`src/rtl/sequenciador_notas.sv`:
```
// Programmable melody sequencer driving the {N1,N2,N3,D} note interface from an internal RAM.
// Optional macro SEQ_GAP_EN: blank the last tick of every played note (articulation gap).
module sequenciador_notas #(
  parameter int TICKS_PER_BEAT = 4,
  parameter int SEQ_LEN        = 16,
  parameter int AW             = 4
) (
  input  logic          clk,
  input  logic          rst_n,
  input  logic          wr_en,
  input  logic [AW-1:0] wr_addr,
  input  logic [5:0]    wr_data,
  input  logic          start,
  input  logic          stop,
  input  logic          loop_en,
  output logic          N1,
  output logic          N2,
  output logic          N3,
  output logic          D,
  output logic          playing,
  output logic [AW-1:0] step_idx,
  output logic          done
);

  localparam logic [0:0] S_IDLE = 1'b0;
  localparam logic [0:0] S_PLAY = 1'b1;

  localparam int            TW        = (TICKS_PER_BEAT > 1) ? $clog2(TICKS_PER_BEAT) : 1;
  localparam logic [TW-1:0] TICK_LAST = TW'(TICKS_PER_BEAT - 1);
  localparam logic [AW-1:0] IDX_LAST  = AW'(SEQ_LEN - 1);

  // Entry layout: {note[2:0], D, dur[1:0]}
  function automatic logic is_marker(input logic [5:0] e);
    return (e[5:3] == 3'b000) && e[2];
  endfunction

  function automatic logic [3:0] entry_code(input logic [5:0] e);
    return (e[5:3] != 3'b000) ? e[5:2] : 4'b0000;
  endfunction

  logic [5:0]    mem [SEQ_LEN];
  logic [0:0]    state;
  logic [TW-1:0] tick;
  logic [1:0]    beat;
  logic [1:0]    cur_dur;
  logic [3:0]    out_code;
  logic          done_r;
  logic [AW-1:0] idx_r;

  logic [AW-1:0] next_idx;
  logic [5:0]    next_entry;
  logic [5:0]    first_play;
  logic          first_marker;
  logic          last_cycle;
  logic          wrap;
  logic          load_en;
  logic [AW-1:0] load_idx;
  logic [5:0]    load_e;
  logic          go_idle;
  logic          fire_done;

  always_ff @(posedge clk) begin
    if (wr_en && (state == S_IDLE)) begin
      mem[wr_addr] <= wr_data;
    end
  end

  // A marker at entry 0 under looping plays as a one-beat rest so the sequencer never spins in zero time.
  always_comb begin
    next_idx     = idx_r + 1'b1;
    next_entry   = mem[next_idx];
    first_marker = is_marker(mem[{AW{1'b0}}]);
    first_play   = first_marker ? 6'b000000 : mem[{AW{1'b0}}];
    last_cycle   = (tick == TICK_LAST) && (beat == cur_dur);
    wrap         = (idx_r == IDX_LAST) || is_marker(next_entry);
  end

  always_comb begin
    load_en   = 1'b0;
    load_idx  = '0;
    load_e    = '0;
    go_idle   = 1'b0;
    fire_done = 1'b0;
    if (state == S_IDLE) begin
      if (start && !stop) begin
        if (first_marker && !loop_en) begin
          fire_done = 1'b1;
        end else begin
          load_en = 1'b1;
          load_e  = first_play;
        end
      end
    end else if (stop) begin
      go_idle = 1'b1;
    end else if (last_cycle) begin
      if (!wrap) begin
        load_en  = 1'b1;
        load_idx = next_idx;
        load_e   = next_entry;
      end else if (loop_en) begin
        load_en = 1'b1;
        load_e  = first_play;
      end else begin
        go_idle   = 1'b1;
        fire_done = 1'b1;
      end
    end
  end

  always_ff @(posedge clk or negedge rst_n) begin
    if (!rst_n) begin
      state    <= S_IDLE;
      tick     <= '0;
      beat     <= '0;
      cur_dur  <= '0;
      out_code <= '0;
      idx_r    <= '0;
      done_r   <= 1'b0;
    end else begin
      done_r <= fire_done;
      if (load_en) begin
        state    <= S_PLAY;
        idx_r    <= load_idx;
        cur_dur  <= load_e[1:0];
        out_code <= entry_code(load_e);
        tick     <= '0;
        beat     <= '0;
      end else if (go_idle) begin
        state    <= S_IDLE;
        idx_r    <= '0;
        out_code <= '0;
        tick     <= '0;
        beat     <= '0;
      end else if (state == S_PLAY) begin
        if (tick == TICK_LAST) begin
          tick <= '0;
          beat <= beat + 1'b1;
        end else begin
          tick <= tick + 1'b1;
        end
`ifdef SEQ_GAP_EN
        // Rests already output zero, so blanking unconditionally only affects notes.
        if ((tick == TW'(TICKS_PER_BEAT - 2)) && (beat == cur_dur)) begin
          out_code <= '0;
        end
`endif
      end
    end
  end

  assign {N1, N2, N3, D} = out_code;
  assign playing         = (state == S_PLAY);
  assign step_idx        = idx_r;
  assign done            = done_r;

endmodule

```
`config.mk`:
```
export PLATFORM = sky130hd
export DESIGN_NAME = sequenciador_notas
export DESIGN_NICKNAME = d
export VERILOG_FILES = /design/src/rtl/sequenciador_notas.sv
export SDC_FILE = /design/constraint.sdc
export NUM_CORES = 1
export LEC_CHECK = 0
export BUFFER_PORTS_ARGS = -buffer_cell sky130_fd_sc_hd__buf_2
export CAP_MARGIN = 20
export CELL_PAD_IN_SITES_DETAIL_PLACEMENT = 1
export CELL_PAD_IN_SITES_GLOBAL_PLACEMENT = 1
export CORE_ASPECT_RATIO = 1.2
export CORE_MARGIN = 5
export CORE_UTILIZATION = 55
export CTS_CLUSTER_SIZE = 10
export DETAILED_ROUTE_END_ITERATION = 8
export GPL_TIMING_DRIVEN = 0
export MAX_ROUTING_LAYER = met4
export PLACE_DENSITY_LB_ADDON = 0.1
export SYNTH_ARGS = -nofsm -noshare
export SYNTH_HDL_FRONTEND = slang
export SYNTH_SLANG_ARGS = --single-unit
```
`constraint.sdc`:
```
create_clock -name clk -period 5.6 [get_ports clk]
set_input_delay 0.84 -clock clk [delete_from_list [all_inputs] [get_ports clk]]
set_output_delay 0.84 -clock clk [all_outputs]
set_load 0.02 [all_outputs]
```
== After elaboration in Yosys (flattened, before gate mapping) ==
Memories as Yosys holds them, arrays and structs flattened.
Index checks and enable logic that the tools add are counted.
Widths: inputs -> output; s select.

* $add $sub $neg: 3
* Eq/ne operators: 3
* Multiplexer cells: 44
* Bitwise operators: 1
* Reduce and logical (&&, ||, !) cells: 16

{| class="wikitable"
|+ Operators with widths
! operator !! number
|-
| $mux 6 || 8
|-
| $mux 4 || 8
|-
| $mux 1 || 20
|-
| $mux 2 || 8
|-
| $reduce_bool 3->1 || 3
|-
| $logic_and 1x1->1 || 6
|-
| $logic_not 3->1 || 2
|-
| $add 2x1->2 const B || 2
|-
| $add 4x1->4 const B || 1
|-
| $eq 4x4->1 const B || 1
|-
| $eq 2x2->1 || 1
|-
| $eq 2x2->1 const B || 1
|-
| $logic_not 1->1 || 2
|-
| $reduce_and 2->1 || 1
|-
| $reduce_bool 2->1 || 1
|-
| $logic_or 1x1->1 || 1
|-
| $not 1->1 || 1
|}

* Bits in registers: 16
* RAM bits: 96
* Bits of input ports: 16
* Output and inout port bits: 10
* Word-level logic and storage cells: 75
* Memories: 1

{| class="wikitable"
|+ Memories
! memory !! depth !! width !! read ports !! clocked after memory_dff !! wr ports !! line !! text
|-
| mem || 16 || 6 || 2 || 0 || 1 || 41 || <nowiki>logic [5:0] mem [SEQ_LEN];</nowiki>
|}

== Longest topological paths before layout ==
Gate-level depths: netlist (run 1).
An unclocked memory read counts as a cell.

* Depth after elaboration: 12
* Gate-level depth with buffers: 10

== Worst setup path before layout (run 1) ==
No wires, ideal clock.

* Kind: flip-flop to flip-flop
* From: register idx_r[0], in the netlist step_idx[0]
* To: register out_code[1]
* Arrival: 2.649 ns
* Data required time: 5.474 ns
* Slack: 2.825 ns
* Cell stages (with the launch flop): 10
* Path buffers: 0
* Clock period less this slack: 2.775 ns
* Cells stage by stage: dfrtp_1 > ha_1 > xnor2_2 > mux4_2 > nor2_1 > a31oi_1 > nand4b_4 > nand2_4 > a31o_1 > a221o_1

* Word-level cells in the longest chain between the ends: 12
* Elaborated cells on any way between the ends: 22

{| class="wikitable"
|+ Ends and longest elaborated chain
! what !! line !! text
|-
| start, declared || 48 || <nowiki>logic [AW-1:0] idx_r;</nowiki>
|-
| start signal, assigned || 123 || <nowiki>idx_r <= load_idx;</nowiki>
|-
| $add 4x1->4 || 70 || <nowiki>next_idx = idx_r + 1'b1;</nowiki>
|-
| $mem_v2 16x6 || -- ||
|-
| $logic_not 3->1 || 34 || <nowiki>return (e[5:3] == 3'b000) && e[2];</nowiki>
|-
| $logic_and 1x1->1 || 34 ||
|-
| $logic_or 1x1->1 || 75 || <nowiki>wrap = (idx_r == IDX_LAST) || is_marker(next_entry);</nowiki>
|-
| $mux 6 || 96 || <nowiki>if (!wrap) begin</nowiki>
|-
| $mux 6 || 95 || <nowiki>end else if (last_cycle) begin</nowiki>
|-
| $mux 6 || 93 || <nowiki>end else if (stop) begin</nowiki>
|-
| $mux 6 || 84 || <nowiki>if (state == S_IDLE) begin</nowiki>
|-
| $reduce_bool 3->1 || 38 || <nowiki>return (e[5:3] != 3'b000) ? e[5:2] : 4'b0000;</nowiki>
|-
| $mux 4 || 38 ||
|-
| $mux 4 || 121 || <nowiki>if (load_en) begin</nowiki>
|-
| end signal, assigned || 125 || <nowiki>out_code <= entry_code(load_e);</nowiki>
|-
| end, declared || 46 || <nowiki>logic [3:0] out_code;</nowiki>
|}

Parallel ways exist; a longest one is shown, timed or not.
A chain may end at the register's enable or synchronous reset.

== Final worst setup path (run 1) ==
* From: register idx_r[0], in the netlist step_idx[0]
* To: register out_code[3]

The elaborated chain is that of the path after synthesis.

==> results.sh, run 1 <==
export IMPL_outcome="finished clean"
export IMPL_global_route_wire_length_before_repair_mm=17.3
export IMPL_final_instance_count_excl_fill=468
export IMPL_cts_htree_levels=3
export IMPL_cts_num_sinks=112
export IMPL_netlist_top_cell_by_area="sky130_fd_sc_hd__edfxtp_1"
export IMPL_vdd_ir_drop_max_uv=171
export IMPL_tritoncts_clock_tree="done"
export IMPL_tritoncts_num_buffers=9
export IMPL_synth_flop_cell="sky130_fd_sc_hd__edfxtp_1"
export IMPL_timing_hold_ws_ps=371
export IMPL_wire_per_inst_um=23.6
export IMPL_mappedNetlistNets=326
export IMPL_vias_in_the_first_global_route=3063
export IMPL_pin_count=26
export IMPL_worstMarginPinSlew_ps=1080
export IMPL_die_h_um=112
export IMPL_crit_reg2reg_launch="step_idx[0]"
export IMPL_grt_antenna_before_repair=0
export IMPL_maxCapViolCount=0
export IMPL_final_cell_utilization_of_the_core=0.614
export IMPL_route_detailed_drc=0
export IMPL_relSlewSlack=0.277
export IMPL_portBuffers=25
export IMPL_gr_max_usage_layer="met2"
export IMPL_synth_cell_type_count=46
export IMPL_die_area_mm2=0.0107
export IMPL_die_width_um=95.2
export IMPL_final_layout_size_suffix_gt1_frac=0.191
export IMPL_routed_wl_mm=11.1
export IMPL_rsz0062_at_grt="no"
export IMPL_post_cts_hold_buffer_count=0
export IMPL_post_dp_hpwl_mm=8.06
export IMPL_top_cell_type_s_share_of_synthesized_area=0.602
export IMPL_number_of_flops_mapped_to_enable_cells_by_yosys=96
export IMPL_ys_warn_count=0
export IMPL_postSynthAreaPerCell_um2=15.5
export IMPL_rrSetupSlack_ps=2250
export IMPL_groute_layer_met2_usage=0.383
export IMPL_p_leak_nw=1.78
export IMPL_ctsLongestPathBuffers=2
export IMPL_dr_pass1_iters=4
export IMPL_core_area_mm2=0.00856
export IMPL_place_congestion=0.850
export IMPL_grt_start_max_net_pins=19
export IMPL_cts_resized=0
export IMPL_end_of_the_worst_register_to_register_path="out_code[3]"
export IMPL_dp_cells=450
export IMPL_finalWorstSetupSlack_ps=2250
export IMPL_startpoint_type="flop"
export IMPL_post_route_period_util=0.598
export IMPL_clock_tree_root_cell="sky130_fd_sc_hd__clkbuf_8"
export IMPL_dr_first_iter_drc_count=211
export IMPL_report_final_hold_viol_count=0
export IMPL_postCtsSetupRepairBufs=0
export IMPL_setup_violations_final=0
export IMPL_holdCritPathClass="in2async"
export IMPL_cp_arrival_ps=3600
export IMPL_worst_setup_hold_path_clk_slew_ps=110
export IMPL_path_max_fanout=10
export IMPL_netlist_top_cells_count="sky130_fd_sc_hd__edfxtp_1, sky130_fd_sc_hd__nor2_1, sky130_fd_sc_hd__mux2i_1, sky130_fd_sc_hd__nand2_1, sky130_fd_sc_hd__dfrtp_1"
export IMPL_postRouteAntennaNets=0
export IMPL_final_layout_fill_cell_count=821
export IMPL_synth_sequential_area_ratio=0.686
export IMPL_ys_top_cells_by_area="sky130_fd_sc_hd__edfxtp_1, sky130_fd_sc_hd__dfrtp_1, sky130_fd_sc_hd__mux4_2, sky130_fd_sc_hd__mux2i_1, sky130_fd_sc_hd__nor2_1"
export IMPL_setup_tns_ps=0
export IMPL_maxClockFrequency_mhz=299
export IMPL_vias=2773
export IMPL_worstRegToRegCells=10
export IMPL_route_detailed_vias_per_inst=5.93
export IMPL_final_critical_delay_including_setup_and_external_delays_ps=3350
export IMPL_fin_nets=363
export IMPL_ys_ff_latch=112
export IMPL_syn_inst=308
export IMPL_gr_total_overflow=0
export IMPL_slew_viol_final=0
export IMPL_fp_row_count=37
export IMPL_power_density_mw_per_mm2=282
export IMPL_path_class="reg2reg"
export IMPL_post_synth_instance_area_mm2=0.00479
export IMPL_initial_cell_density_of_the_core=0.559
export IMPL_grt_usage=0.231
export IMPL_synthMostInstantiatedCell="sky130_fd_sc_hd__edfxtp_1"
export IMPL_async_reset_ff_frac=0.143
export IMPL_detailedPlace_worstSlack_ps=2250
export IMPL_clock_latency_ps=370
export IMPL_layout_overhead_on_the_synthesized_area_pct=9.85
export IMPL_critical_path_required_ps=5860
export IMPL_globalRouteMet1Util=0.288
export IMPL_worst_setup_path_end_kind="flop"
export IMPL_globalRouteMet3Util=0.0288
export IMPL_clock_skew_final_ps=10.7
-- cell usage in the layout, fill, tap and decap left out, types with 2 or more instances in the layout --
cell	netlist	routed
sky130_fd_sc_hd__clkbuf_8	0	9
sky130_fd_sc_hd__a31oi_1	8	8
sky130_fd_sc_hd__ha_1	2	2
sky130_fd_sc_hd__nor2b_1	5	5
sky130_fd_sc_hd__xnor2_1	3	3
sky130_fd_sc_hd__nand4b_1	2	2
sky130_fd_sc_hd__edfxtp_1	96	96
sky130_fd_sc_hd__a221o_1	3	3
sky130_fd_sc_hd__inv_6	0	2
sky130_fd_sc_hd__a21oi_1	3	3
sky130_fd_sc_hd__buf_2	3	29
sky130_fd_sc_hd__a22o_1	3	3
sky130_fd_sc_hd__inv_1	4	4
sky130_fd_sc_hd__nor3_1	8	8
sky130_fd_sc_hd__dfrtp_1	16	16
sky130_fd_sc_hd__o21ai_0	4	4
sky130_fd_sc_hd__nor2_1	31	31
sky130_fd_sc_hd__clkbuf_1	4	4
sky130_fd_sc_hd__clkinv_2	0	2
sky130_fd_sc_hd__nand3_1	14	14
sky130_fd_sc_hd__and3_1	4	4
sky130_fd_sc_hd__nand4_1	3	3
sky130_fd_sc_hd__nand2b_1	4	4
sky130_fd_sc_hd__nand2_1	21	21
sky130_fd_sc_hd__mux2i_1	24	24
sky130_fd_sc_hd__mux4_2	14	14
sky130_fd_sc_hd__a32oi_1	4	4
sky130_fd_sc_hd__a221oi_1	4	4
-- area by class of cell --
type,count,area [um2],area share
well taps,117,146,0.0278
flip-flops and latches,112,3280,0.624
plain buffers,9,48.8,0.00928
diodes,1,2.50,0.000476
clock buffers,9,124,0.0236
multi-input cells,183,1440,0.274
repair buffers,26,130,0.0247
clock inverters,7,68.8,0.0131
inverters,4,15.0,0.00286
-- registers in the layout (all words and copies together), names as in the netlist --
signal,count
cur_dur,2
mem,96
done,1
tick,2
step_idx,4
playing,1
out_code,4
beat,2
-- power by group --
group	switching [mW]	leakage (nW)	internal (mW)
Combinational	0.0502	0.606	0.0260
Sequential	0.0106	1.08	0.922
Clock	0.269	0.0974	0.207
Total	0.330	1.78	1.16
-- layer usage --
layer | routed length (um) | part of all wire
met4 | 199 | 0.018
met5 | 0 | 0
met2 | 5840 | 0.53
met3 | 375 | 0.034
met1 | 4630 | 0.42
-- stage by stage --
stage               instance area, um2  total power, mW
floorplan                         4790            0.989
CTS                               5250             1.50
finish                            5260             1.49
global route                      5260             1.54
global placement                  5060             1.02
detailed placement                5060             1.03
-- logic make-up after synthesis --
family | count (synthesis) | share of synthesized area
AOI/OAI and AO/OA | 37 | 0.0578
xor gates and xnor gates | 6 | 0.0165
adders and majority gates | 2 | 0.00523
buffers and inverters | 13 | 0.0133
DFF | 112 | 0.686
muxes | 39 | 0.118
and+or+nand+nor | 99 | 0.103
-- worst max-delay path, stage by stage, from the launching register on --
cell,delay (ps)
sky130_fd_sc_hd__dfrtp_1,460
sky130_fd_sc_hd__ha_1,310
sky130_fd_sc_hd__clkbuf_1,400
sky130_fd_sc_hd__clkbuf_1,630
sky130_fd_sc_hd__nor2_1,200
sky130_fd_sc_hd__nand3_1,150
sky130_fd_sc_hd__a31oi_1,200
sky130_fd_sc_hd__nand4b_4,220
sky130_fd_sc_hd__nand2_4,100
sky130_fd_sc_hd__a31o_1,270
sky130_fd_sc_hd__a221o_1,300
-- worst max path at each step --
stage                   to         from  slack [ps]
2_1_floorplan  out_code[1]  step_idx[0]        2820
4_1_cts        out_code[3]  step_idx[0]        2210
3_5_place_dp   out_code[3]  step_idx[0]        2250
6_report       out_code[3]  step_idx[0]        2250
5_1_grt         cur_dur[0]  step_idx[0]        2030
3_3_place_gp   out_code[1]  step_idx[0]        2390
(Power assumes the default switching activity.)
==> inputs of run 2 (changes only) <==
Settings changed: ABC_AREA from default to 1, CORE_UTILIZATION 55 to 48.
Clock period 5.6 ns to 3.3 ns, I/O delays scaled along.
==> run 2 against run 1 <==
  * Synthesized area rose by 4.6%
  * Clock power increased by 150%
  * Final cell count up 39%
  * Largest power group unchanged
  * First-iteration DRC count down 8.1%
==> results.sh, run 2 <==
export IMPL_vias=3619
export IMPL_crit_reg2reg_launch="step_idx[1]"
export IMPL_crit_chain="ha_1 > buf_2 > buf_2 > nand3_1 > nand3_1 > nand3_1 > nand2_1 > nor2_1 > nand2_1 > nand2_4 > nand3_1 > nand2_1 > nand2_2 > nand2_1 > o21ai_1"
export IMPL_antenna_cells_inserted=0
export IMPL_fp_row_count=40
export IMPL_clock_latency_ps=350
export IMPL_route_detailed_drc=0
export IMPL_end_of_the_worst_register_to_register_path="step_idx[0]"
export IMPL_cp_arrival_ps=3170
export IMPL_finalWorstSetupSlack_ps=391
export IMPL_core_area_mm2=0.0101
export IMPL_ctsLongestPathBuffers=2
export IMPL_p_leak_nw=2.32
export IMPL_rsz0062_at_grt="no"
export IMPL_maxCapViolCount=0
export IMPL_critical_path_required_ps=3560
export IMPL_final_layout_fill_cell_count=1113
export IMPL_critical_path_n_buffers_inverters=2
export IMPL_grt_antenna_before_repair=0
export IMPL_portBuffers=25
export IMPL_cts_resized=0
export IMPL_die_h_um=122
export IMPL_final_critical_delay_including_setup_and_external_delays_ps=2910
export IMPL_setup_tns_ps=0
export IMPL_wire_per_inst_um=20.6
export IMPL_postCtsSetupRepairBufs=0
export IMPL_ys_ff_latch=112
export IMPL_cts_htree_levels=3
export IMPL_die_area_mm2=0.0126
export IMPL_place_congestion=0.840
export IMPL_tritoncts_clock_tree="done"
export IMPL_syn_inst=482
export IMPL_ys_warn_count=0
export IMPL_async_reset_ff_frac=0.143
export IMPL_cpLargestDelayFamily="simple AND/OR/NAND/NOR gates"
export IMPL_synthMostInstantiatedCell="sky130_fd_sc_hd__nand2_1"
export IMPL_top_reg_by_flops="mem"
export IMPL_route_detailed_vias_per_inst=5.57
export IMPL_outcome="finished clean"
export IMPL_vdd_ir_drop_max_uv=366
export IMPL_relSlewSlack=0.264
export IMPL_worst_setup_hold_path_clk_slew_ps=80
export IMPL_startpoint_type="flop"
export IMPL_power_density_mw_per_mm2=578
export IMPL_layout_overhead_on_the_synthesized_area_pct=12.2
export IMPL_slowest_stage_delay_on_critical_path_ps=420
export IMPL_fin_nets=537
export IMPL_mappedNetlistNets=500
export IMPL_vias_in_the_first_global_route=3928
export IMPL_initial_cell_density_of_the_core=0.495
export IMPL_dr_first_iter_drc_count=194
export IMPL_post_synth_instance_area_mm2=0.00501
export IMPL_max_ffs_per_register=96
export IMPL_multi_input_comb_area_mm2=0.00139
export IMPL_cts_num_sinks=112
export IMPL_library_cell_contributing_the_largest_single_delay_on_the_critical_path="sky130_fd_sc_hd__dfrtp_1"
export IMPL_worstMarginPinSlew_ps=1100
export IMPL_global_route_wire_length_before_repair_mm=21.4
export IMPL_synth_flop_cell="sky130_fd_sc_hd__edfxtp_1"
export IMPL_seqCellArea_mm2=0.00328
export IMPL_maxClockFrequency_mhz=344
export IMPL_path_class="reg2reg"
export IMPL_netlist_top_cell_by_area="sky130_fd_sc_hd__edfxtp_1"
export IMPL_final_cell_mix="sky130_fd_sc_hd__nand2_1, sky130_fd_sc_hd__edfxtp_1, sky130_fd_sc_hd__nand3_1"
export IMPL_worst_setup_path_end_kind="flop"
export IMPL_path_max_fanout=10
export IMPL_holdCritPathClass="in2async"
export IMPL_die_width_um=103
export IMPL_netlist_top_cells_count="sky130_fd_sc_hd__nand2_1, sky130_fd_sc_hd__edfxtp_1, sky130_fd_sc_hd__nand3_1, sky130_fd_sc_hd__inv_1, sky130_fd_sc_hd__nor2_1"
export IMPL_postRouteAntennaNets=0
export IMPL_final_layout_size_suffix_gt1_frac=0.124
export IMPL_detailedPlace_worstSlack_ps=411
export IMPL_post_dp_hpwl_mm=9.42
export IMPL_worstRegToRegCells=15
export IMPL_layout_cells_most_common="sky130_fd_sc_hd__nand2_1"
export IMPL_clock_skew_final_ps=10.7
export IMPL_gr_total_overflow=0
export IMPL_number_of_flops_mapped_to_enable_cells_by_yosys=96
export IMPL_ys_top_cells_by_area="sky130_fd_sc_hd__edfxtp_1, sky130_fd_sc_hd__nand2_1, sky130_fd_sc_hd__dfrtp_1, sky130_fd_sc_hd__nand3_1, sky130_fd_sc_hd__inv_1"
export IMPL_routed_wl_mm=13.4
export IMPL_pin_count=26
export IMPL_grt_usage=0.237
export IMPL_dr_pass1_iters=4
export IMPL_synth_cell_type_count=31
export IMPL_post_route_period_util=0.881
export IMPL_clock_tree_root_cell="sky130_fd_sc_hd__clkbuf_16"
export IMPL_rrSetupSlack_ps=390
export IMPL_slew_viol_final=0
export IMPL_grt_start_max_net_pins=19
export IMPL_report_final_hold_viol_count=0
export IMPL_synth_sequential_area_ratio=0.656
export IMPL_postSynthAreaPerCell_um2=10.4
export IMPL_tritoncts_num_buffers=9
export IMPL_top_cell_type_s_share_of_synthesized_area=0.576
export IMPL_post_cts_hold_buffer_count=0
export IMPL_setup_violations_final=0
==> run 2: cell types whose count changed after synthesis, sizes merged, moves of 5 or more <==
cell,before,now
a31oi,9,1
buf,5,16
inv,4,58
nand2,22,132
nor2b,5,0
mux2i,24,0
mux4,14,0
nand3,14,67
a21oi,3,17
nor2,31,26
o21ai,4,20
==> run 2: worst max path at each step <==
stage	cells after the start	start	end	slack [ps]
6_report	15	step_idx[1]	step_idx[0]	390
5_1_grt	15	step_idx[0]	step_idx[0]	120
4_1_cts	15	step_idx[1]	step_idx[0]	370
3_5_place_dp	15	step_idx[1]	step_idx[0]	410
3_3_place_gp	15	step_idx[1]	step_idx[0]	510
2_1_floorplan	17	step_idx[0]	beat[1]	990
==> run 2: kinds of logic after synthesis <==
kind of cell,synth area share
AOI/OAI and AO/OA,0.0650
xor gates and xnor gates,0.00700
adders and majority gates,0.00500
buffers and inverters,0.0675
DFF,0.656
and+or+nand+nor,0.200
==> run 2: layout make-up <==
cell class	instances	share of cell area
timing repair buffer	26	0.0232
tap	126	0.0281
sequential	112	0.584
clock buffer	11	0.0432
buffer	19	0.0214
multi-input combinational	293	0.247
clock inverter	5	0.0145
inverter	58	0.0388
==> run 2: layer usage <==
layer  vias to the layer above  routed length [um]  part of all wire  GRT usage
li1                       1713                   -                 -          -
met1                      1799                5550              0.41      0.289
met2                        84                7020              0.52      0.402
met3                        23                 438             0.033     0.0252
met4                         0                 381             0.028     0.0947
met5                         -                   0                 0          -
==> run 2: stage by stage <==
stage / total power [mW] / instance area [um2] / util / hold slack (ps) / instances
2_1_floorplan: 1.94 / 5010 / - / 199 / 482
3_3_place_gp: 2.06 / 5290 / 0.523 / 428 / 633
3_5_place_dp: 2.09 / 5290 / 0.523 / 432 / 633
4_1_cts: 3.26 / 5610 / 0.555 / 58.5 / 649
5_1_grt: 3.38 / 5620 / 0.556 / 58.7 / 650
6_report: 3.25 / 5620 / 0.556 / 43.5 / 650
==> run 2: where the power goes <==
group          internal [mW]  leakage, nW  switching, mW  total (mW)
sequential              1.60         1.08         0.0381        1.63
combinational          0.137         1.09          0.289       0.426
clock                  0.687        0.156          0.500        1.19
total                   2.42         2.32          0.827        3.25
